<file path="src/rtl/fifo_wr_arbiter.sv">
// Round-robin arbiter that shares one FIFO write port among N_REQ valid/ready producers.
// A grant lasts up to MAX_BURST accepted beats. A full FIFO stalls the burst but does not end it.
module fifo_wr_arbiter #(
    parameter int unsigned N_REQ     = 4,
    parameter int unsigned DATA_W    = 16,
    parameter int unsigned MAX_BURST = 4
) (
    input  logic                      i_clk,
    input  logic                      i_rstn,
    input  logic [N_REQ-1:0]          i_req_valid,
    input  logic [N_REQ*DATA_W-1:0]   i_req_data,
    output logic [N_REQ-1:0]          o_req_ready,
    input  logic                      i_fifo_full,
    output logic                      o_fifo_wr,
    output logic [DATA_W-1:0]         o_fifo_data,
    output logic [N_REQ-1:0]          o_grant,
    output logic                      o_busy
);

    localparam int unsigned IDX_W = $clog2(N_REQ);
    localparam int unsigned CNT_W = $clog2(MAX_BURST + 1);

    typedef enum logic {
        IDLE,
        BUSY
    } state_e;

    state_e             state_q, state_d;
    logic [N_REQ-1:0]   grant_q, grant_d;
    logic [IDX_W-1:0]   last_q, last_d;
    logic [CNT_W-1:0]   cnt_q, cnt_d;

    logic [IDX_W-1:0]   owner_idx;
    logic [DATA_W-1:0]  owner_data;
    logic               busy;
    logic               owner_valid;
    logic               accept;
    logic               release_now;

    // First valid requester strictly after base, wrapping N_REQ-1 -> 0; base itself is checked last.
    function automatic logic [N_REQ-1:0] rr_pick(input logic [N_REQ-1:0] v,
                                                 input logic [IDX_W-1:0] base);
        logic [N_REQ-1:0] g;
        logic             found;
        int unsigned      j;
        g     = '0;
        found = 1'b0;
        for (int unsigned k = 1; k <= N_REQ; k++) begin
            j = 32'(base) + k;
            if (j >= N_REQ) j = j - N_REQ;
            if (!found && v[j[IDX_W-1:0]]) begin
                g[j[IDX_W-1:0]] = 1'b1;
                found           = 1'b1;
            end
        end
        return g;
    endfunction

    always_comb begin
        owner_idx  = '0;
        owner_data = '0;
        for (int unsigned i = 0; i < N_REQ; i++) begin
            if (grant_q[i]) begin
                owner_idx  = IDX_W'(i);
                owner_data = i_req_data[i*DATA_W +: DATA_W];
            end
        end
    end

    assign busy        = (state_q == BUSY);
    assign o_busy      = busy;
    assign o_grant     = grant_q;
    assign o_req_ready = busy ? (grant_q & {N_REQ{~i_fifo_full}}) : '0;
    assign o_fifo_wr   = |(i_req_valid & o_req_ready);
    assign o_fifo_data = o_fifo_wr ? owner_data : '0;

    assign owner_valid = |(i_req_valid & grant_q);
    assign accept      = busy & owner_valid & ~i_fifo_full;
    assign release_now = busy & (~owner_valid | (accept & (cnt_q == CNT_W'(MAX_BURST - 1))));

    always_comb begin
        state_d = state_q;
        grant_d = grant_q;
        last_d  = last_q;
        cnt_d   = cnt_q;
        unique case (state_q)
            IDLE: begin
                if (|i_req_valid) begin
                    state_d = BUSY;
                    grant_d = rr_pick(i_req_valid, last_q);
                    cnt_d   = '0;
                end
            end
            BUSY: begin
                if (release_now) begin
                    last_d = owner_idx;
                    cnt_d  = '0;
                    // Re-arbitrate in the same cycle so the next owner sees ready without a bubble.
                    if (|i_req_valid) begin
                        grant_d = rr_pick(i_req_valid, owner_idx);
                    end else begin
                        state_d = IDLE;
                        grant_d = '0;
                    end
                end else if (accept) begin
                    cnt_d = cnt_q + CNT_W'(1);
                end
            end
            default: begin
                state_d = IDLE;
                grant_d = '0;
            end
        endcase
    end

    always_ff @(posedge i_clk or negedge i_rstn) begin
        if (!i_rstn) begin
            state_q <= IDLE;
            grant_q <= '0;
            last_q  <= IDX_W'(N_REQ - 1);
            cnt_q   <= '0;
        end else begin
            state_q <= state_d;
            grant_q <= grant_d;
            last_q  <= last_d;
            cnt_q   <= cnt_d;
        end
    end

endmodule

</file>
<file path="config.mk">
export PLATFORM = sky130hd
export DESIGN_NAME = fifo_wr_arbiter
export DESIGN_NICKNAME = d
export VERILOG_FILES = /design/src/rtl/fifo_wr_arbiter.sv
export SDC_FILE = /design/constraint.sdc
export NUM_CORES = 1
export LEC_CHECK = 0
export CORE_MARGIN = 2
export CORE_UTILIZATION = 32
export CTS_CLUSTER_SIZE = 20
export DETAILED_ROUTE_END_ITERATION = 10
export GPL_TIMING_DRIVEN = 0
export PLACE_DENSITY = 0.66
export SLEW_MARGIN = 20
export SYNTH_ARGS = -nofsm -noshare
export SYNTH_HDL_FRONTEND = slang
export SYNTH_SLANG_ARGS = --single-unit
export TNS_END_PERCENT = 100
</file>
<file path="constraint.sdc">
create_clock -name i_clk -period 3.2 [get_ports i_clk]
set_input_delay 0.8 -clock i_clk [delete_from_list [all_inputs] [get_ports i_clk]]
set_output_delay 0.8 -clock i_clk [all_outputs]
set_load 0.005 [all_outputs]
</file>
---- Word-level counts from Yosys, hierarchy flattened ----
Cells that the tools add are included.
word-level totals
  register bits ........................... 10
  input port bits ......................... 71
cells by class
  add/sub/neg operators ................... 17
  order comparisons ....................... 24
  mux-type cells .......................... 124
  bitwise gates (word level) .............. 17
  eq/ne operators ......................... 4
  reduce and logical (&&, ||, !) cells .... 26
operator list
  operator                                                                       number
  4-bit two-way mux                                                              27
  16-bit two-way mux                                                             5
  2-bit two-way mux                                                              30
  1-bit two-way mux                                                              40
  2-bit by 3-bit less-than comparator with 1-bit output (second input constant)  8
  4-bit bitwise OR                                                               6
  3-bit >= comparator (second input constant)                                    6
  1-bit binary-select mux with 2-bit select                                      8
  1-bit demux with 2-bit select                                                  8
  2-bit by 1-bit >= comparator with 1-bit output (second input constant)         8
  2-bit by 1-bit subtractor with 2-bit output (second input constant)            8
  1-bit logical AND                                                              14
  2-bit by 2-bit adder with 3-bit output (second input constant)                 4
  4-bit bitwise AND                                                              3
  4-bit OR reduction                                                             3
  3-bit two-way mux                                                              3
  2-bit by 3-bit adder with 4-bit output (second input constant)                 2
  4-bit by 3-bit >= comparator with 1-bit output (second input constant)         2
  4-bit one-hot mux with 2 select lines                                          1
  2-bit by 1-bit adder with 3-bit output (second input constant)                 2
  1-bit zero test                                                                6
  3-bit one-hot mux with 2 select lines                                          1
  2-bit AND reduction                                                            3
  1-bit bitwise AND                                                              4
  other kinds (8)                                                                10

---- Longest topological paths before layout ----
Gate-level depths: netlist of the first run.
  word-level depth ........................ 33
  mapped depth ............................ 11
  gate-level depth less buffers ........... 8

---- Least setup slack after synthesis of the first run ----
Ideal clock, no wire load.
  kind .................................... reg2reg
  from .................................... register grant_q[3], in the netlist o_grant[3]
  to ...................................... register grant_q[1], in the netlist o_grant[1]
  stages on the path, launching flop included .. 12
  required time ........................... 3.065 ns
  path buffers ............................ 3
  arrival time ............................ 2.887 ns
  library setup time ...................... 0.135 ns
  setup slack ............................. 0.178 ns
  cell sequence ........................... dfrtp_1 clkbuf_1 inv_1 clkbuf_1 nand2_1 ha_1 mux2_2 or3_1 clkbuf_1 a32o_1 a311oi_1 o211ai_1
on the way
  word-level cells in the longest chain between the ends .. 31
  elaborated cells between the ends (all ways) .. 104
  classes of those cells .................. add/sub: 8; order compare: 12; eq/ne: 1; mux: 61; bitwise: 10; reduce/logical: 12
ends and longest elaborated chain
  what                                                                             RTL line  source
  start: declaration                                                               29        logic [N_REQ-1:0] grant_q, grant_d;
  start signal: assignment                                                         124       grant_q <= grant_d;
  branches (longest 31 deep; another with 2-bit by 1-bit adder with 3-bit output)  -
Several ways; the timed one is not identified. The select of a mux whose other input is x is not followed.
A chain may end at the register's enable or synchronous reset.

---- Worst setup path after layout of the first run ----
  from .................................... input i_req_valid[3]
  to ...................................... output o_fifo_wr
on the way
  word-level cells in the longest chain between the ends .. 2
ends and longest elaborated chain
  what                RTL line  source
  start: declaration  10        input logic [N_REQ-1:0] i_req_valid,
  4-bit bitwise AND   74        assign o_fifo_wr = |(i_req_valid & o_req_ready);
  4-bit OR reduction  74
  end: declaration    14        output logic o_fifo_wr,
No other way between the ends.

==> impl_metrics.yaml, run 1 <==
place:
  place_hpwl_mm: 4.97
  place_ws_ns: -0.860
  io_buffers: 96
  dp.cells: 372
  place_congestion: 0.837
  placed_area_um2: 2750
pwr:
  power_density_nw_per_um2: 707
  clock_power_share_pct: 7.7
  peakVddDrop_mv: 0.357
  power_frac_comb_pct: 80.6
  power.internal_mw: 1.10
  netSwitchingFraction_pct: 46.9
  pwr-share-seq_pct: 11.7
  power.switching_mw: 0.975
  p_leak_nw: 1.24
  finalPower_mw: 2.08
setup_path:
  crit_chain: "clkdlybuf4s15_1, buf_6, a22oi_1, nand2_2, nand2_1, clkbuf_8, inv_1, clkdlybuf4s50_1"
  cpPeakStageDelay_ns: 0.43
  crit_path_max_fanout: 10
  critPathBufInv: 5
  end_kind: "output pin"
  worstSetupStartpointType: "input port"
  crit_slowest_cell: "clkdlybuf4s50_1"
  arrival_ns: 2.25
  startpoint: "i_req_valid[3]"
  path_class: "input port to output pin"
  required_ns: 2.40
  regToRegStartpoint: "o_grant[3]"
  path_delay_family: "buffers and inverters"
clocking:
  htreeDepth: 1
  insertion_delay_ns: 0.24
  cts_root_buffer: "clkbuf_8"
  cts-buffers-inserted: 3
  clkSinkCount: 10
  clkTransAtPathRegs_ns: 0.05
  postCtsHoldBufs: 0
  cts_buffer_depth: 2
  cts_tree: "built"
global_route:
  grt_antenna_before_repair: 0
  grt_pass1_vias: 2114
  overflow: 0
  grt_first_pass_wirelength_mm: 10.3
  grt_max_degree: 15
  grtUsageTotal_pct: 21.0
timing:
  final-max-slew-violation-count: 0
  worst_hold_slack_ns: 0.492
  tns_ns: 0
  relSlewSlack_pct: 44.9
  setup_viol: 0
  post-route-min-period_ns: 3.05
  fmax_ghz: 0.328
  hold_viol_final: 0
  clock_skew_ns: 0.000716
  worst_pin_slew_ns: 0.827
  rsz0062_at_grt: "no"
  setup_ws_ns: 0.152
  period_share_pct: 95.3
die:
  die_width_um: 76.8
  dieArea_um2: 5900
  start_util_pct: 33.2
  num_io_pins: 97
  core-area_um2: 5110
  die_y_um: 76.8
  rows: 26
flow_run:
  maxCapViolCount: 0
logic_synthesis:
  syn_inst: 206
  syn_area_um2: 1700
  synth_cell_type_count: 57
  synth_edf_count: 0
  ys_ff_latch: 10
  yosys_warnings: 0
  synth_seq_area_share_pct: 14.9
  synthArstFlopShare_pct: 100
  synth_nets: 293
  synth.avg_cell_area_um2: 8.24
  yosys_most_used_dff: "dfrtp_1"
final_layout:
  diodes: 0
  final_nets: 394
  finalNonFillerCells: 376
  final_area_um2: 2940
  drive_gt1_share_pct: 16.3
  postLayoutCoreUtil_pct: 57.6
  syn_to_final_growth_pct: 73.3
routing:
  dr.pass1.iters: 4
  vias: 2124
  wirelength_mm: 6.42
  drtIter0Drc: 59
  via_per_inst: 5.65
  drtAntennaViolNets: 0
  wl_per_cell_um: 17.1
  drc: 0
min_path:
  min_from: "cnt_q[0]"
  hold_path_class: "flop to flop"
status:
  status: "finished clean"
[path summary, 6_finish.rpt]
check                      cells after the start  slack [ns]          to
setup / recovery                               8        0.15   o_fifo_wr
hold / removal                                 1        0.49    cnt_q[0]
setup reg to reg                              11        0.16  o_grant[1]
hold reg to reg                                1        0.49    cnt_q[0]
max in group asynchronous                      1        1.99   last_q[0]
min in group asynchronous                      1        0.87    cnt_q[2]
[routing by layer]
layer	global-route usage, %	up-vias	share of wire, %
li1	-	1035	-
met4	3.45	0	1.0
met2	38.3	63	51
met3	2.24	8	3.2
met1	26.8	1018	44
met5	0	-	0
[final cells by class]
type | count | area (µm²)
fillers | 487 | 2170
inverters | 14 | 53.8
flip-flops and latches | 10 | 253
clock buffers | 4 | 55.1
multi-input cells | 164 | 1390
well taps | 70 | 87.6
plain buffers | 17 | 139
repair buffers | 97 | 966
[repair_timing]
item	in CTS	in global routing
cloned	0	0
pin swaps	1	0
gates resized for setup	53	23
endpoints found under the hold margin	0	0
buffers inserted	1	0
setup endpoints to repair	22	12
[Yosys cell counts (5+ instances only)]
cell	number	share of area, %
ha_1	16	12
nand3_1	5	1.5
nor3_1	17	5.0
nand2_1	8	1.8
inv_1	13	2.9
a221oi_1	18	9.3
nor2_1	6	1.3
o22ai_1	16	5.9
clkbuf_1	11	2.4
dfrtp_1	8	12
buf_2	5	1.5
[worst reg2reg max path, delay by kind of cell (launching register included)]
family | cells | cell delay (ns)
AND/OR/NAND/NOR | 2 | 0.41
AO/OA/AOI/OAI | 3 | 0.70
flip-flops | 1 | 0.43
multiplexers | 1 | 0.34
adder cells (fa/ha/maj) | 1 | 0.32
buffers and inverters | 4 | 0.72
[kinds of logic after synthesis]
family,Yosys count,share of synthesized area (%)
muxes,7,7.67
and+or+nand+nor,70,25.4
AOI/OAI and AO/OA,71,32.4
adders and majority gates,16,11.8
DFF,10,14.9
buffers and inverters,32,7.89
[power groups by stage]
stage	combinational (mW)	clock (mW)	sequential, mW
after CTS	1.61	0.164	0.238
after global routing	1.83	0.172	0.249
after floorplan	1.03	0	0.222
after global placement	1.54	0	0.240
after detailed placement	1.54	0	0.238
final	1.68	0.161	0.242
[registers in the layout (all words and copies together) (netlist names)]
signal / flops
o_busy: 1
last_q: 2
cnt_q: 3
o_grant: 4
[cells in the final DEF (no fill, tap or decap), types with 3 or more instances in the layout]
cell,n
inv_1,13
a221oi_2,3
o21ai_0,4
nand2b_1,3
nor3_2,3
dlygate4sd2_1,9
a21boi_0,3
nand2_2,3
nor3_1,14
clkbuf_2,4
o22ai_1,16
ha_1,15
nand3_1,5
a221o_2,3
dlymetal6s2s_1,4
nand2_1,5
a221oi_1,15
dfrtp_1,8
nor2b_1,4
clkdlybuf4s50_1,75
and2_1,3
nor3b_1,3
nor2_1,4
a22oi_1,4
clkdlybuf4s15_1,4
o211ai_1,3
clkdlybuf4s15_2,3
buf_6,6
or2b_1,3
clkbuf_8,6
clkbuf_1,3
Note: power is estimated with default switching activity, not from simulation.
==> run 2: changes to the inputs <==
Settings changed: HOLD_SLACK_MARGIN set to 0.08, PLACE_DENSITY 0.66 to 0.69, SKIP_LAST_GASP set to 1.
==> impl_metrics.yaml, run 2 (same netlist as run 1, synthesis figures left out) <==
status:
  status: "finished clean"
place:
  io_buffers: 96
  placed_area_um2: 2750
  place_congestion: 0.874
  dp.cells: 372
  place_hpwl_mm: 4.87
  place_ws_ns: -0.729
pwr:
  power_density_nw_per_um2: 692
  pwr-share-seq_pct: 11.8
  peakVddDrop_mv: 0.280
  p_leak_nw: 1.22
  clock_power_share_pct: 7.9
  power.internal_mw: 1.08
  power_frac_comb_pct: 80.3
  netSwitchingFraction_pct: 46.3
  power.switching_mw: 0.932
clocking:
  cts-buffers-inserted: 3
  htreeDepth: 1
  cts_root_buffer: "clkbuf_8"
  clkSinkCount: 10
  postCtsHoldBufs: 0
  clkTransAtPathRegs_ns: 0.05
  cts_buffer_depth: 2
  cts_tree: "built"
  insertion_delay_ns: 0.24
setup_path:
  reg2reg_to: "o_grant[1]"
  arrival_ns: 2.32
  end_kind: "output pin"
  r2r_slack_ns: 0.15
  startpoint: "i_req_valid[2]"
  path_class: "input port to output pin"
  worstSetupStartpointType: "input port"
  reg2reg_depth: 11
  cpPeakStageDelay_ns: 0.52
  critPathBufInv: 4
  required_ns: 2.40
  crit_chain: "clkdlybuf4s15_1, buf_6, a22oi_1, nand2_2, nand2_1, clkbuf_8, nor3_1, clkdlybuf4s50_1"
  crit_slowest_cell: "clkdlybuf4s50_1"
  crit_path_max_fanout: 10
  path_delay_family: "buffers and inverters"
  regToRegStartpoint: "o_grant[3]"
routing:
  dr.pass1.iters: 4
  wirelength_mm: 6.13
  drtIter0Drc: 80
  wl_per_cell_um: 16.2
  drtAntennaViolNets: 0
  drc: 0
  vias: 2110
  via_per_inst: 5.57
min_path:
  min_to: "cnt_q[0]"
  hold_path_class: "flop to flop"
  hold_depth: 1
  min_from: "cnt_q[0]"
global_route:
  grtUsageTotal_pct: 20.8
  grt_antenna_before_repair: 0
  grt_first_pass_wirelength_mm: 10.2
  overflow: 0
  grt_pass1_vias: 2160
  grt_max_degree: 20
die:
  num_io_pins: 97
  core-area_um2: 5110
  die_width_um: 76.8
  dieArea_um2: 5900
  die_y_um: 76.8
  rows: 26
  start_util_pct: 33.2
final_layout:
  final_cell_mix: "clkdlybuf4s50_1 (76), a221oi_1 (18), nor3_1 (16), o22ai_1 (16)"
  diodes: 0
  final_nets: 397
  largest_reg_flops: 4
  final_area_um2: 2910
  final_common_cell: "clkdlybuf4s50_1"
  finalNonFillerCells: 379
  syn_to_final_growth_pct: 71.4
  drive_gt1_share_pct: 15.5
timing:
  clock_skew_ns: 0.00289
  post-route-min-period_ns: 3.12
  worst_pin_slew_ns: 0.821
  hold_viol_final: 0
  worst_hold_slack_ns: 0.499
  setup_ws_ns: 0.0795
  period_share_pct: 97.5
  final-max-slew-violation-count: 0
  fmax_ghz: 0.320
  setup_viol: 0
  relSlewSlack_pct: 44.8
  tns_ns: 0
flow_run:
  maxCapViolCount: 0
==> run 2: worst max path at each step <==
stage	depth (start not counted)	slack [ns]	to
2_1_floorplan	11	0.18	o_grant[1]
3_3_place_gp	8	-0.74	o_fifo_data[5]
3_5_place_dp	8	-0.73	o_fifo_data[5]
4_1_cts	6	0.02	o_fifo_data[14]
5_1_grt	8	-0.008	o_fifo_data[14]
6_report	8	0.08	o_fifo_data[14]
==> run 2: timing repair <==
action / in CTS / in global routing
resized for setup: 48 / 17
setup endpoints to repair: 22 / 6
cloned: 0 / 0
buffers inserted: 2 / 3
pin swaps: 2 / 1
==> run 2: per-layer routing <==
metal / GRT usage, % / wire, µm / part of all wire [%] / vias up
met5: 0 / 0 / 0 / -
met4: 6.00 / 127 / 2.1 / 0
met3: 2.71 / 298 / 4.9 / 15
met2: 37.5 / 3140 / 51 / 65
met1: 25.8 / 2560 / 42 / 995
li1: - / - / - / 1035
==> run 2: cell type report <==
type / count / area, µm²
fill: 511 / 2200
multi-input combinational: 164 / 1350
timing repair buffer: 101 / 973
sequential: 10 / 253
buffer: 16 / 133
tap: 70 / 87.6
clock buffer: 4 / 55.1
inverter: 14 / 55.1
==> run 2: power groups by stage <==
stage / sequential, mW / clock [mW] / combinational (mW)
floorplan: 0.222 / 0 / 1.03
global placement: 0.235 / 0 / 1.53
detailed placement: 0.236 / 0 / 1.55
CTS: 0.236 / 0.161 / 1.59
global route: 0.243 / 0.170 / 1.80
finish: 0.237 / 0.159 / 1.62
==> run 2: metrics by stage <==
step	util [%]	total power, mW
finish	56.9	2.01
global route	56.9	2.21
CTS	56.1	1.99
detailed placement	53.7	1.78
global placement	53.7	1.76
floorplan	-	1.26
